`src/rtl/mem_store_packer_if.sv`:
```
// Control-side and data-memory-side signals of the store packer, bundled for port connection.
// The mem_be lane enables exist only when MEM_STORE_PACKER_BYTE_ENABLE_EN is defined.
interface mem_store_packer_if #(
    parameter int ADDR_WIDTH = 32
);
    logic                  start;
    logic [1:0]            op;
    logic [ADDR_WIDTH-1:0] addr;
    logic [31:0]           wdata;
    logic                  busy;
    logic                  done;
    logic                  err;
    logic [ADDR_WIDTH-1:0] mem_addr;
    logic                  mem_rd;
    logic                  mem_wr;
    logic [31:0]           mem_wdata;
    logic [31:0]           mem_rdata;
    logic                  mem_ready;
`ifdef MEM_STORE_PACKER_BYTE_ENABLE_EN
    logic [3:0]            mem_be;

    modport master (output start, op, addr, wdata, mem_rdata, mem_ready,
                    input  busy, done, err, mem_addr, mem_rd, mem_wr, mem_wdata, mem_be);
    modport slave  (input  start, op, addr, wdata, mem_rdata, mem_ready,
                    output busy, done, err, mem_addr, mem_rd, mem_wr, mem_wdata, mem_be);
`else
    modport master (output start, op, addr, wdata, mem_rdata, mem_ready,
                    input  busy, done, err, mem_addr, mem_rd, mem_wr, mem_wdata);
    modport slave  (input  start, op, addr, wdata, mem_rdata, mem_ready,
                    output busy, done, err, mem_addr, mem_rd, mem_wr, mem_wdata);
`endif
endinterface

```
`src/rtl/mem_store_packer.sv`:
```
// Narrows a register value to word/halfword/byte and stores it into word-wide memory,
// using read-modify-write by default or lane enables when MEM_STORE_PACKER_BYTE_ENABLE_EN is defined.
module mem_store_packer #(
    parameter int ADDR_WIDTH  = 32,
    parameter int RMW_TIMEOUT = 15
) (
    input logic               clk,
    input logic               rst,
    mem_store_packer_if.slave bus
);
    localparam int         CNT_W = $clog2(RMW_TIMEOUT + 1);
    localparam logic [1:0] OP_SW = 2'b00;
    localparam logic [1:0] OP_SH = 2'b01;
    localparam logic [1:0] OP_SB = 2'b10;

    typedef enum logic [2:0] {IDLE, READ, MERGE, WRITE, FIN} state_e;

    state_e                state_q;
    logic [CNT_W-1:0]      timeoutCnt_q;
    logic                  armed_q;
    logic                  busy_q;
    logic                  done_q;
    logic                  err_q;
    logic [ADDR_WIDTH-1:0] memAddr_q;
    logic                  memRd_q;
    logic                  memWr_q;
    logic [31:0]           memWdata_q;
    logic                  badReq_d;
    logic                  timeoutHit_d;

    assign badReq_d = (bus.op == 2'b11) ||
                      ((bus.op == OP_SW) && (bus.addr[1:0] != 2'b00)) ||
                      ((bus.op == OP_SH) && bus.addr[0]);
    assign timeoutHit_d = (timeoutCnt_q == CNT_W'(RMW_TIMEOUT - 1));

`ifdef MEM_STORE_PACKER_BYTE_ENABLE_EN
    logic [3:0]  memBe_q;
    logic [31:0] replData_d;
    logic [3:0]  laneBe_d;

    always_comb begin
        replData_d = {2{bus.wdata[15:0]}};
        laneBe_d   = bus.addr[1] ? 4'b1100 : 4'b0011;
        if (bus.op == OP_SB) begin
            replData_d = {4{bus.wdata[7:0]}};
            laneBe_d   = 4'b0001 << bus.addr[1:0];
        end
    end

    assign bus.mem_be = memBe_q;
`else
    logic [1:0]  opKind_q;
    logic [1:0]  laneSel_q;
    logic [15:0] storeData_q;
    logic [31:0] mergedWord_d;

    // memWdata_q holds the captured read word while in MERGE; overlay the new lanes on it.
    always_comb begin
        mergedWord_d = memWdata_q;
        if (opKind_q == OP_SB) begin
            case (laneSel_q)
                2'd0:    mergedWord_d[7:0]   = storeData_q[7:0];
                2'd1:    mergedWord_d[15:8]  = storeData_q[7:0];
                2'd2:    mergedWord_d[23:16] = storeData_q[7:0];
                default: mergedWord_d[31:24] = storeData_q[7:0];
            endcase
        end else if (laneSel_q[1]) begin
            mergedWord_d[31:16] = storeData_q;
        end else begin
            mergedWord_d[15:0] = storeData_q;
        end
    end
`endif

    // armed_q blocks a start that coincides with the first clock after reset release.
    always_ff @(posedge clk or posedge rst) begin
        if (rst) begin
            state_q      <= IDLE;
            timeoutCnt_q <= '0;
            armed_q      <= 1'b0;
            busy_q       <= 1'b0;
            done_q       <= 1'b0;
            err_q        <= 1'b0;
            memAddr_q    <= '0;
            memRd_q      <= 1'b0;
            memWr_q      <= 1'b0;
            memWdata_q   <= '0;
`ifdef MEM_STORE_PACKER_BYTE_ENABLE_EN
            memBe_q      <= 4'b0000;
`else
            opKind_q     <= 2'b00;
            laneSel_q    <= 2'b00;
            storeData_q  <= '0;
`endif
        end else begin
            armed_q <= 1'b1;
            done_q  <= 1'b0;
            case (state_q)
                IDLE: begin
                    if (bus.start && armed_q) begin
                        busy_q       <= 1'b1;
                        memAddr_q    <= {bus.addr[ADDR_WIDTH-1:2], 2'b00};
                        timeoutCnt_q <= '0;
`ifndef MEM_STORE_PACKER_BYTE_ENABLE_EN
                        opKind_q     <= bus.op;
                        laneSel_q    <= bus.addr[1:0];
                        storeData_q  <= bus.wdata[15:0];
`endif
                        if (badReq_d) begin
                            state_q <= FIN;
                            done_q  <= 1'b1;
                            err_q   <= 1'b1;
                        end else if (bus.op == OP_SW) begin
                            state_q    <= WRITE;
                            memWr_q    <= 1'b1;
                            memWdata_q <= bus.wdata;
`ifdef MEM_STORE_PACKER_BYTE_ENABLE_EN
                            memBe_q    <= 4'b1111;
`endif
                        end else begin
`ifdef MEM_STORE_PACKER_BYTE_ENABLE_EN
                            state_q    <= WRITE;
                            memWr_q    <= 1'b1;
                            memWdata_q <= replData_d;
                            memBe_q    <= laneBe_d;
`else
                            state_q    <= READ;
                            memRd_q    <= 1'b1;
`endif
                        end
                    end
                end
`ifndef MEM_STORE_PACKER_BYTE_ENABLE_EN
                READ: begin
                    if (bus.mem_ready) begin
                        state_q    <= MERGE;
                        memRd_q    <= 1'b0;
                        memWdata_q <= bus.mem_rdata;
                    end else if (timeoutHit_d) begin
                        state_q <= FIN;
                        memRd_q <= 1'b0;
                        done_q  <= 1'b1;
                        err_q   <= 1'b1;
                    end else begin
                        timeoutCnt_q <= timeoutCnt_q + 1'b1;
                    end
                end
                MERGE: begin
                    state_q      <= WRITE;
                    memWr_q      <= 1'b1;
                    memWdata_q   <= mergedWord_d;
                    timeoutCnt_q <= '0;
                end
`endif
                WRITE: begin
                    if (bus.mem_ready || timeoutHit_d) begin
                        state_q <= FIN;
                        memWr_q <= 1'b0;
                        done_q  <= 1'b1;
                        err_q   <= !bus.mem_ready;
`ifdef MEM_STORE_PACKER_BYTE_ENABLE_EN
                        memBe_q <= 4'b0000;
`endif
                    end else begin
                        timeoutCnt_q <= timeoutCnt_q + 1'b1;
                    end
                end
                FIN: begin
                    state_q <= IDLE;
                    busy_q  <= 1'b0;
                    err_q   <= 1'b0;
                end
                default: state_q <= IDLE;
            endcase
        end
    end

    assign bus.busy      = busy_q;
    assign bus.done      = done_q;
    assign bus.err       = err_q;
    assign bus.mem_addr  = memAddr_q;
    assign bus.mem_rd    = memRd_q;
    assign bus.mem_wr    = memWr_q;
    assign bus.mem_wdata = memWdata_q;
endmodule

```
`src/flat_wrapper.sv`:
```
// flat-port wrapper written by rule: the top's interface ports become plain ports
module mem_store_packer_flat 
#(
    parameter int ADDR_WIDTH  = 32,
    parameter int RMW_TIMEOUT = 15
)
  (clk, rst, bus_start, bus_op, bus_addr, bus_wdata, bus_mem_rdata, bus_mem_ready, bus_busy, bus_done, bus_err, bus_mem_addr, bus_mem_rd, bus_mem_wr, bus_mem_wdata);
  mem_store_packer_if #(.ADDR_WIDTH(ADDR_WIDTH)) bus_i ();
  input logic clk;
  input logic rst;
  input wire logic [$bits(bus_i.start)-1:0] bus_start;
  input wire logic [$bits(bus_i.op)-1:0] bus_op;
  input wire logic [$bits(bus_i.addr)-1:0] bus_addr;
  input wire logic [$bits(bus_i.wdata)-1:0] bus_wdata;
  input wire logic [$bits(bus_i.mem_rdata)-1:0] bus_mem_rdata;
  input wire logic [$bits(bus_i.mem_ready)-1:0] bus_mem_ready;
  output wire logic [$bits(bus_i.busy)-1:0] bus_busy;
  output wire logic [$bits(bus_i.done)-1:0] bus_done;
  output wire logic [$bits(bus_i.err)-1:0] bus_err;
  output wire logic [$bits(bus_i.mem_addr)-1:0] bus_mem_addr;
  output wire logic [$bits(bus_i.mem_rd)-1:0] bus_mem_rd;
  output wire logic [$bits(bus_i.mem_wr)-1:0] bus_mem_wr;
  output wire logic [$bits(bus_i.mem_wdata)-1:0] bus_mem_wdata;
  assign bus_i.start = bus_start;
  assign bus_i.op = bus_op;
  assign bus_i.addr = bus_addr;
  assign bus_i.wdata = bus_wdata;
  assign bus_i.mem_rdata = bus_mem_rdata;
  assign bus_i.mem_ready = bus_mem_ready;
  assign bus_busy = bus_i.busy;
  assign bus_done = bus_i.done;
  assign bus_err = bus_i.err;
  assign bus_mem_addr = bus_i.mem_addr;
  assign bus_mem_rd = bus_i.mem_rd;
  assign bus_mem_wr = bus_i.mem_wr;
  assign bus_mem_wdata = bus_i.mem_wdata;
  mem_store_packer #(.ADDR_WIDTH(ADDR_WIDTH), .RMW_TIMEOUT(RMW_TIMEOUT)) u_core (.clk(clk), .rst(rst), .bus(bus_i));
endmodule
```
`config.mk`:
```
export PLATFORM = sky130hd
export DESIGN_NAME = mem_store_packer_flat
export DESIGN_NICKNAME = d
export VERILOG_FILES = /design/src/rtl/mem_store_packer_if.sv /design/src/rtl/mem_store_packer.sv /design/src/flat_wrapper.sv
export SDC_FILE = /design/constraint.sdc
export NUM_CORES = 1
export LEC_CHECK = 0
export ABC_CLOCK_PERIOD_IN_PS = 3080
export BUFFER_PORTS_ARGS = -buffer_cell sky130_fd_sc_hd__buf_2
export CORE_MARGIN = 2
export CORE_UTILIZATION = 45
export DETAILED_ROUTE_END_ITERATION = 16
export HOLD_SLACK_MARGIN = 0.02
export PLACE_DENSITY_LB_ADDON = 0.1
export SLEW_MARGIN = 0
export SYNTH_ARGS = -nofsm -noshare
export SYNTH_HDL_FRONTEND = slang
export SYNTH_SLANG_ARGS = --single-unit
```
`constraint.sdc`:
```
create_clock -name clk -period 3.08 [get_ports clk]
set_input_delay 0.462 -clock clk [delete_from_list [all_inputs] [get_ports clk]]
set_output_delay 0.462 -clock clk [all_outputs]
set_load 0.1 [all_outputs]
```
==> out/metrics.yaml, run 1 <==
synthesis:
  netlist_instances: 362
  ys_seq_elements: 95
  ys_seq_area_share_pct: 51.4
  ys.flop_type: "dfrtp_1"
  synth_edf_count: 0
  syn_area_sq_um: 4620
  syn_area_per_cell_sq_um: 12.8
  synth_warnings: 0
  async_reset_ff_share_pct: 100
  synth_cell_type_count: 50
sta:
  drv_slew: 0
  period_share_pct: 70.1
  fin_skew_ns: 0.00969
  tns_ns: 0
  slew_headroom_pct: 52.8
  post-route-min-period_ns: 2.16
  worst_slew_pin_slew_ns: 0.707
  rsz0062_at_grt: "no"
  whs_ns: 0.132
  setup_violations: 0
  setup_ws_ns: 0.921
  hold_viol_final: 0
  max_freq_mhz: 463
cts:
  htree_levels: 3
  ctsResizeCount: 0
  cts_buffers: 9
  insertion_delay_ns: 0.36
  cts_hold_buffers: 0
  cts_tree: "yes"
  postCtsSetupBuffers: 0
  cts.sinks: 95
  cts_root_buffer: "clkbuf_8"
  clkTransAtPathRegs_ns: 0.09
  cts_buffer_depth: 2
worst_setup_path:
  crit_buf_inv: 0
  cp_max_fo: 13
  cp_cell_sequence: "nand2b_1, a221oi_4, o211ai_4, mux2_4"
  critPathLaunchType: "flop"
  slowest_delay_ns: 0.57
  end_kind: "flop"
  cp.required_ns: 3.33
  r2r_slack_ns: 0.92
  crit_family: "compound AO/OA/AOI/OAI gates"
  slowest_stage: "dfrtp_1"
  arrival_ns: 2.41
  path_class: "flop to flop"
finish:
  areaGrowthSynthToFinish_pct: 25.1
  nets: 630
  diodes: 0
  layout-drive-gt1-share_pct: 43.1
  layout_commonest_cell: "buf_2"
  layout_common_cells: "168 x buf_2, 95 x dfrtp_1, 54 x mux2_1"
  design_area_sq_um: 5780
routing:
  drt-initial-drc-count: 159
  drtAntennaViolNets: 0
  avgRoutedWirePerCell_um: 16.7
  drc_errors: 0
  drt-pass1-iter-count: 6
  vias: 3517
  viasPerCell: 5.27
  routed_wl_um: 11200
floorplanning:
  start_util_pct: 45.6
  dieArea_sq_um: 11100
  fp.dieH_um: 105
  core_area_sq_um: 10100
  dieWidth_um: 105
  boundaryPins: 171
  rows: 37
place:
  placed_cell_area_sq_um: 5590
  dp_hpwl_um: 8330
  place_congestion: 0.810
  dp_slack_ns: 0.925
  port_buffers: 168
grt:
  grt_busiest_layer: "met2"
  use_met3_pct: 5.26
  grt_pass1_wl_um: 18100
  grt_pass1_vias: 3626
  grtUsageMet2_pct: 33.6
  grt_max_degree: 54
  grtUsageTotal_pct: 20.5
  met1_usage_pct: 27.3
  antenna_found_initial: 0
  gr-total-overflow: 0
run_status:
  status: "completed"
worst_hold_path:
  min_path_type: "primary input to async pin"
run:
  cap_viol_max_count: 0
-- state kept, by name, summed over array words and instances, names as in the netlist --
name,flops
u_core.armed_q,1
u_core.bus.busy,1
u_core.bus.done,1
u_core.bus.err,1
u_core.bus.mem_addr,30
u_core.bus.mem_rd,1
u_core.bus.mem_wdata,32
u_core.bus.mem_wr,1
u_core.laneSel_q,2
u_core.opKind_q,2
u_core.state_q,3
u_core.storeData_q,16
u_core.timeoutCnt_q,4
-- synthesized netlist by cell type (all sizes together) (2+ instances only) --
master,n,area [sq um]
dfrtp,95,2380
mux2,81,972
nand2,21,78.8
nand3,21,130
o211ai,19,175
a221o,16,160
buf,14,85.1
o21ai,12,60.1
a21oi,10,50.1
clkbuf,9,35.0
mux2i,9,90.1
and2,8,50.1
nor2,8,40.0
inv,5,18.8
nand2b,5,31.3
a31oi,3,18.8
nor3b,3,38.8
conb,2,7.51
ha,2,25.0
nor2b,2,12.5
nor4,2,27.5
or3b,2,17.5
-- worst reg2reg max path: stages (launching register included) --
cell and delay, ns:
dfrtp_1 0.57, nand2b_1 0.30, a221oi_4 0.54, o211ai_4 0.28
mux2_4 0.37
-- cells by family (layout without fill, tap and decap cells) --
logic type                 count (synthesis)  count (layout)  share of synthesized area [%]
DFF                                       95              95                           51.4
muxes                                     90              90                           23.0
and+or+nand+nor                           78              78                           10.2
AOI/OAI and AO/OA                         67              67                           11.7
buffers and inverters                     28             196                           3.00
adders and majority gates                  2               2                          0.541
other                                      2               3                          0.162
-- final timing paths --
path / from / endpoint / cells after the start
max: u_core.state_q[1]$_DFFE_PP0P_ / u_core.bus.mem_wdata[7]$_DFFE_PP0P_ / 4
min: rst / u_core.bus.mem_addr[2]$_DFFE_PP0P_ / 2
max reg2reg: u_core.state_q[1]$_DFFE_PP0P_ / u_core.bus.mem_wdata[7]$_DFFE_PP0P_ / 4
min reg2reg: u_core.bus.mem_addr[26]$_DFFE_PP0P_ / u_core.bus.mem_addr[26]$_DFFE_PP0P_ / 1
max in group asynchronous: rst / u_core.bus.mem_wdata[22]$_DFFE_PP0P_ / 3
min in group clk: bus_addr[5] / u_core.bus.mem_addr[5]$_DFFE_PP0P_ / 2
-- routing by layer --
metal  up-vias  routed length [um]
met5         -                   0
li1       1665                   -
met1      1733                4930
met2       113                5410
met4         0                  74
met3         6                 736
-- through the flow --
step	util [%]	cells
after floorplan	-	363
after global placement	55.1	651
after detailed placement	55.1	651
after CTS	57.1	667
after global routing	57.1	667
final	57.1	667
-- final cells by class --
cell class	instances	area, sq um
Fill cell	880	4350
Sequential cell	95	2380
Multi-Input combinational cell	240	2110
Timing Repair Buffer	175	906
Tap cell	136	170
Clock buffer	11	141
Clock inverter	5	56.3
Inverter	5	21.3
Power of run 1 is not shown: default switching activity piles up to over one toggle a cycle in this logic, so the estimate is an artifact.
==> run 2, diff against run 1 <==
ABC_AREA = 1   (was not set)
ABC_CLOCK_PERIOD_IN_PS = 2200   (was 3080)
CORE_UTILIZATION = 50   (was 45)
clock period = 2.2 ns   (was 3.08 ns; I/O delays follow)
==> out/metrics.yaml, run 2 <==
run_status:
  status: "completed"
synthesis:
  synth_edf_count: 0  # unchanged
  synth_top_area_share_pct: 49.4  # -2.0 points
  netlist_instances: 580  # +60%
  synth-adder-area-share_pct: 0.520  # -0.021 points
  ys.flop_type: "dfrtp_1"
  synthTopCellsByCount: "165 x nand2_1, 95 x dfrtp_1, 81 x nand3_1"
  synth_cell_type_count: 29  # -42%
  synth_top_family_by_area: "simple AND/OR/NAND/NOR gates"
  synth_mux_area_share_pct: 7.02  # -16 points
  synthSimpleGateAreaFrac_pct: 27.1  # +17 points
  synthXorXnorAreaFrac_pct: 0.182  # +0.18 points
  synth_compound_area_share_pct: 8.58  # -3.1 points
  synth_warnings: 0  # unchanged
  syn_area_per_cell_sq_um: 8.29  # -35%
  syn_area_sq_um: 4810  # +4.0%
  synth_area_leader_cell: "dfrtp_1"
  synth_area_leaders: "dfrtp_1 49%, nand2_1 13%, nand3_1 8.4%"
  ys_seq_area_share_pct: 49.4  # -2.0 points
  yosysMostFrequentCell: "nand2_1"
  ys_seq_elements: 95  # unchanged
  async_reset_ff_share_pct: 100  # unchanged
finish:
  seq_area_sq_um: 2380  # unchanged
  diodes: 0  # unchanged
  multiInputGateArea_sq_um: 2100  # -0.59%
  layout_common_cells: "168 x buf_2, 165 x nand2_1, 95 x dfrtp_1"
  layout-drive-gt1-share_pct: 31.6  # -12 points
  n_fill_cell: 868  # -1.4%
  nets: 849  # +35%
  layout_commonest_cell: "buf_2"
  areaGrowthSynthToFinish_pct: 23.8
  largest_register_ff_count: 32  # unchanged
routing:
  drt-initial-drc-count: 151  # -5.0%
  wl_met3_um: 825  # +12%
  avgRoutedWirePerCell_um: 14.2  # -15%
  top_layer: "met4"
  drt-met1-wl_um: 5360  # +8.7%
  viasPerCell: 5.07  # -3.9%
  wl_met2_um: 6080  # +12%
  drt-pass1-iter-count: 4  # -2
  drtAntennaViolNets: 0  # unchanged
  vias: 4456  # +27%
  routed_wl_um: 12500  # +12%
  drc_errors: 0  # unchanged
worst_hold_path:
  min_path_type: "primary input to async pin"
sta:
  whs_ns: 0.0551  # -0.0771 ns
  fin_skew_ns: 0.0122  # +0.00248 ns
  hold_viol_final: 0  # unchanged
  post-route-min-period_ns: 1.93  # -0.234 ns
  tns_ns: 0  # unchanged
  setup_violations: 0  # unchanged
  rsz0062_at_grt: "no"
  worst_slew_pin_slew_ns: 0.679  # -0.0284 ns
  drv_slew: 0  # unchanged
  slew_headroom_pct: 54.7  # +1.8 points
  period_share_pct: 87.5  # +17 points
  max_freq_mhz: 519  # +12%
cts:
  cts.sinks: 95  # unchanged
  cts_root_buffer: "clkbuf_8"
  insertion_delay_ns: 0.36  # about the same
  ctsResizeCount: 0  # unchanged
  clkTransAtPathRegs_ns: 0.10  # about the same
  cts_buffer_depth: 2  # unchanged
  htree_levels: 3  # unchanged
  cts_tree: "yes"
  cts_hold_buffers: 0  # unchanged
  postCtsSetupBuffers: 0  # unchanged
  cts_buffers: 9  # unchanged
worst_setup_path:
  r2r_slack_ns: 0.27  # -0.65 ns
  cp.required_ns: 2.49  # -0.84 ns
  cp_cell_sequence: "inv_2, nand2_2, nand2_1, nand3_4, buf_4, o21ai_0, nand2_1"
  regToRegStartpoint: "u_core.state_q[1]$_DFFE_PP0P_"
  end_kind: "flop"
  crit_top_cell: "nand2_1"
  path_class: "flop to flop"
  slowest_delay_ns: 0.58  # about the same
  slowest_stage: "dfrtp_1"
  crit_start: "u_core.state_q[1]$_DFFE_PP0P_"
  critPathLaunchType: "flop"
  arrival_ns: 2.22  # -0.19 ns
  cp_max_fo: 30  # +17
grt:
  grtUsageTotal_pct: 24.1  # +3.6 points
  antenna_found_initial: 0  # unchanged
  gr-total-overflow: 0  # unchanged
  grt_pass1_vias: 4333  # +19%
  grt_max_degree: 51  # -5.6%
  grt_pass1_wl_um: 19800  # +9.3%
place:
  port_buffers: 168  # unchanged
  dp_hpwl_um: 9490  # +14%
  place_congestion: 0.910  # +12%
floorplanning:
  start_util_pct: 51.8  # +6.2 points
  dieWidth_um: 102  # -3.1%
  dieArea_sq_um: 10400  # -6.2%
  core_area_sq_um: 9280  # -8.4%
  boundaryPins: 171  # unchanged
  rows: 35  # -5.4%
  fp.dieH_um: 102  # -3.1%
run:
  cap_viol_max_count: 0  # unchanged
-- run 2: worst paths after layout --
check,to,cells after the start
setup / recovery,u_core.bus.mem_wdata[7]$_DFFE_PP0P_,7
hold / removal,u_core.bus.mem_addr[21]$_DFFE_PP0P_,2
setup reg to reg,u_core.bus.mem_wdata[7]$_DFFE_PP0P_,7
hold reg to reg,u_core.bus.mem_wr$_DFFE_PP0P_,2
max in group asynchronous,u_core.state_q[2]$_DFFE_PP0P_,3
min in group clk,u_core.bus.mem_addr[25]$_DFFE_PP0P_,2
-- run 2: through the flow --
stage / util (%) / setup slack (ns) / instance area (sq um) / instances
6_report: 64.1 / 0.275 / 5950 / 879
5_1_grt: 64.1 / 0.101 / 5950 / 879
4_1_cts: 64.1 / 0.293 / 5950 / 879
3_5_place_dp: 62.1 / 0.318 / 5770 / 863
3_3_place_gp: 62.1 / 0.358 / 5770 / 863
2_1_floorplan: - / 0.725 / 4820 / 581
-- run 2: worst max-delay path: cells and delay by family, from the launching register on --
kind / cells / cell delay [ns]
flops: 1 / 0.58
simple gates: 4 / 0.70
buf+inv: 2 / 0.43
compound gates: 1 / 0.15
-- run 2: layer usage --
layer / GRT usage [%] / vias up
li1: - / 2193
met1: 32.0 / 2070
met2: 39.7 / 169
met3: 4.72 / 24
met4: 8.41 / 0
met5: 0 / -
-- run 2: cells by family (layout without fill, tap and decap cells) --
logic type,Yosys count,count (layout)
xor gates and xnor gates,1,1
AOI/OAI and AO/OA,72,72
muxes,30,30
and+or+nand+nor,298,298
other,2,3
DFF,95,95
buffers and inverters,80,249
adders and majority gates,2,2
-- run 2: cell type report --
cell class              count  area share [%]
inverters                  58            3.72
clock buffers              10            2.31
clock inverters             6           0.841
repair buffers            175            15.2
multi-input cells         406            35.3
well taps                 129            2.71
flip-flops and latches     95            39.9
Power of run 2 is left out for the same reason.
==> run 3, diff against run 2 <==
CORE_ASPECT_RATIO = 1.5   (was not set)
==> out/metrics.yaml, run 3 (synthesis gave the netlist of run 2 again) <==
routing:
  wl_met2_um: 6600  # +8.6%
  vias: 4440  # -0.36%
  drt-initial-drc-count: 207  # +37%
  drt-met1-wl_um: 4790  # -11%
  avgRoutedWirePerCell_um: 14.4  # +1.6%
  drc_errors: 0  # unchanged
  viasPerCell: 5.14  # +1.4%
  top_layer: "met4"
  wl_met3_um: 835  # +1.2%
  drt-pass1-iter-count: 5  # +1
  drtAntennaViolNets: 0  # unchanged
  routed_wl_um: 12500  # -0.17%
sta:
  post-route-min-period_ns: 1.99  # +0.0692 ns
  drv_slew: 0  # unchanged
  max_freq_mhz: 501  # -3.5%
  hold_viol_final: 0  # unchanged
  rsz0062_at_grt: "no"
  slew_headroom_pct: 55.5  # +0.80 points
  fin_skew_ns: 0.00762  # -0.00455 ns
  setup_violations: 0  # unchanged
  whs_ns: 0.0595  # +0.00439 ns
  tns_ns: 0  # unchanged
  period_share_pct: 90.6  # +3.1 points
  worst_slew_pin_slew_ns: 0.667  # -0.0119 ns
worst_setup_path:
  critPathLaunchType: "flop"
  slowest_stage: "dfrtp_1"
  cp_cell_sequence: "inv_2, nand2_1, nor2_4, nand2_2, nand3_4, inv_2, nand3_1, nand2_1"
  crit_buf_inv: 2  # unchanged
  crit_family: "simple AND/OR/NAND/NOR gates"
  cp_max_fo: 35  # +17%
  reg2regPathDepth: 8  # +1
  cp.depth: 8  # +1
  slowest_delay_ns: 0.43  # -0.15 ns
  r2r_slack_ns: 0.21  # -0.07 ns
  path_class: "flop to flop"
  arrival_ns: 2.23  # about the same
  regToRegStartpoint: "u_core.state_q[2]$_DFFE_PP0P_"
  end_kind: "flop"
  crit_end: "u_core.bus.mem_wdata[30]$_DFFE_PP0P_"
  r2r_end: "u_core.bus.mem_wdata[30]$_DFFE_PP0P_"
  cp.required_ns: 2.43  # -0.06 ns
  crit_start: "u_core.state_q[2]$_DFFE_PP0P_"
floorplanning:
  dieWidth_um: 84.1  # -18%
  rows: 43  # +23%
  boundaryPins: 171  # unchanged
  start_util_pct: 51.7  # -0.13 points
  fp.dieH_um: 124  # +22%
  dieArea_sq_um: 10400  # +0.16%
  core_area_sq_um: 9310  # +0.26%
finish:
  seq_area_sq_um: 2380  # unchanged
  multiInputGateArea_sq_um: 2100  # unchanged
  n_fill_cell: 835  # -3.8%
  layout.cells.non_filler: 864  # -1.7%
  areaGrowthSynthToFinish_pct: 26.0
  diodes: 0  # unchanged
  nets: 851  # +0.24%
  largest_register_ff_count: 32  # unchanged
  layout-drive-gt1-share_pct: 31.8  # +0.18 points
  layout_common_cells: "168 x buf_2, 165 x nand2_1, 95 x dfrtp_1"
  layout_commonest_cell: "buf_2"
cts:
  cts_tree: "yes"
  ctsResizeCount: 0  # unchanged
  cts.sinks: 95  # unchanged
  htree_levels: 3  # unchanged
  postCtsSetupBuffers: 0  # unchanged
  cts_root_buffer: "clkbuf_16"
  insertion_delay_ns: 0.35  # about the same
  clkTransAtPathRegs_ns: 0.07  # -0.03 ns
  cts_buffers: 9  # unchanged
  cts_buffer_depth: 2  # unchanged
  cts_hold_buffers: 0  # unchanged
worst_hold_path:
  min_path_type: "primary input to async pin"
grt:
  grt_pass1_vias: 4264  # -1.6%
  grt_pass1_wl_um: 19600  # -0.94%
  antenna_found_initial: 0  # unchanged
  grtUsageTotal_pct: 23.9  # -0.17 points
  gr-total-overflow: 0  # unchanged
  grt_max_degree: 55  # +7.8%
place:
  dp_cells: 848  # -1.7%
  place_congestion: 0.956  # +5.0%
  dp_hpwl_um: 9870  # +4.0%
  port_buffers: 168  # unchanged
run:
  cap_viol_max_count: 0  # unchanged
run_status:
  status: "completed"
run 3: layout make-up:
class,instances,share of cell area [%]
flip-flops and latches,95,39.2
multi-input cells,406,34.6
repair buffers,177,15.4
clock buffers,9,3.72
inverters,58,3.65
well taps,112,2.31
clock inverters,7,1.07
run 3: worst min path at each step:
stage / startpoint / to / slack (ns) / cells after the start
finish: rst / u_core.bus.mem_addr[19]$_DFFE_PP0P_ / 0.06 / 2
global route: rst / u_core.bus.mem_addr[19]$_DFFE_PP0P_ / 0.12 / 2
detailed placement: rst / u_core.bus.mem_addr[19]$_DFFE_PP0P_ / 0.46 / 2
global placement: rst / u_core.bus.mem_addr[21]$_DFFE_PP0P_ / 0.45 / 2
CTS: rst / u_core.bus.mem_addr[23]$_DFFE_PP0P_ / 0.08 / 2
floorplan: bus_addr[25] / u_core.bus.mem_addr[25]$_DFFE_PP0P_ / 0.46 / 1
run 3: metal layers:
metal,GRT usage (%),vias to the layer above
met5,0,-
met4,8.37,0
met3,6.30,22
met2,43.0,174
met1,27.5,2042
li1,-,2202
run 3: per-stage QoR:
| step | area, sq um | setup slack [ns] | utilization [%] |
|---|---|---|---|
| after detailed placement | 5770 | 0.234 | 62.0 |
| final | 6060 | 0.206 | 65.1 |
| after global placement | 5770 | 0.331 | 62.0 |
| after global routing | 6060 | 0.0590 | 65.1 |
| after CTS | 6060 | 0.217 | 65.1 |
| after floorplan | 4820 | 0.725 | - |
Power of run 3 is left out for the same reason.
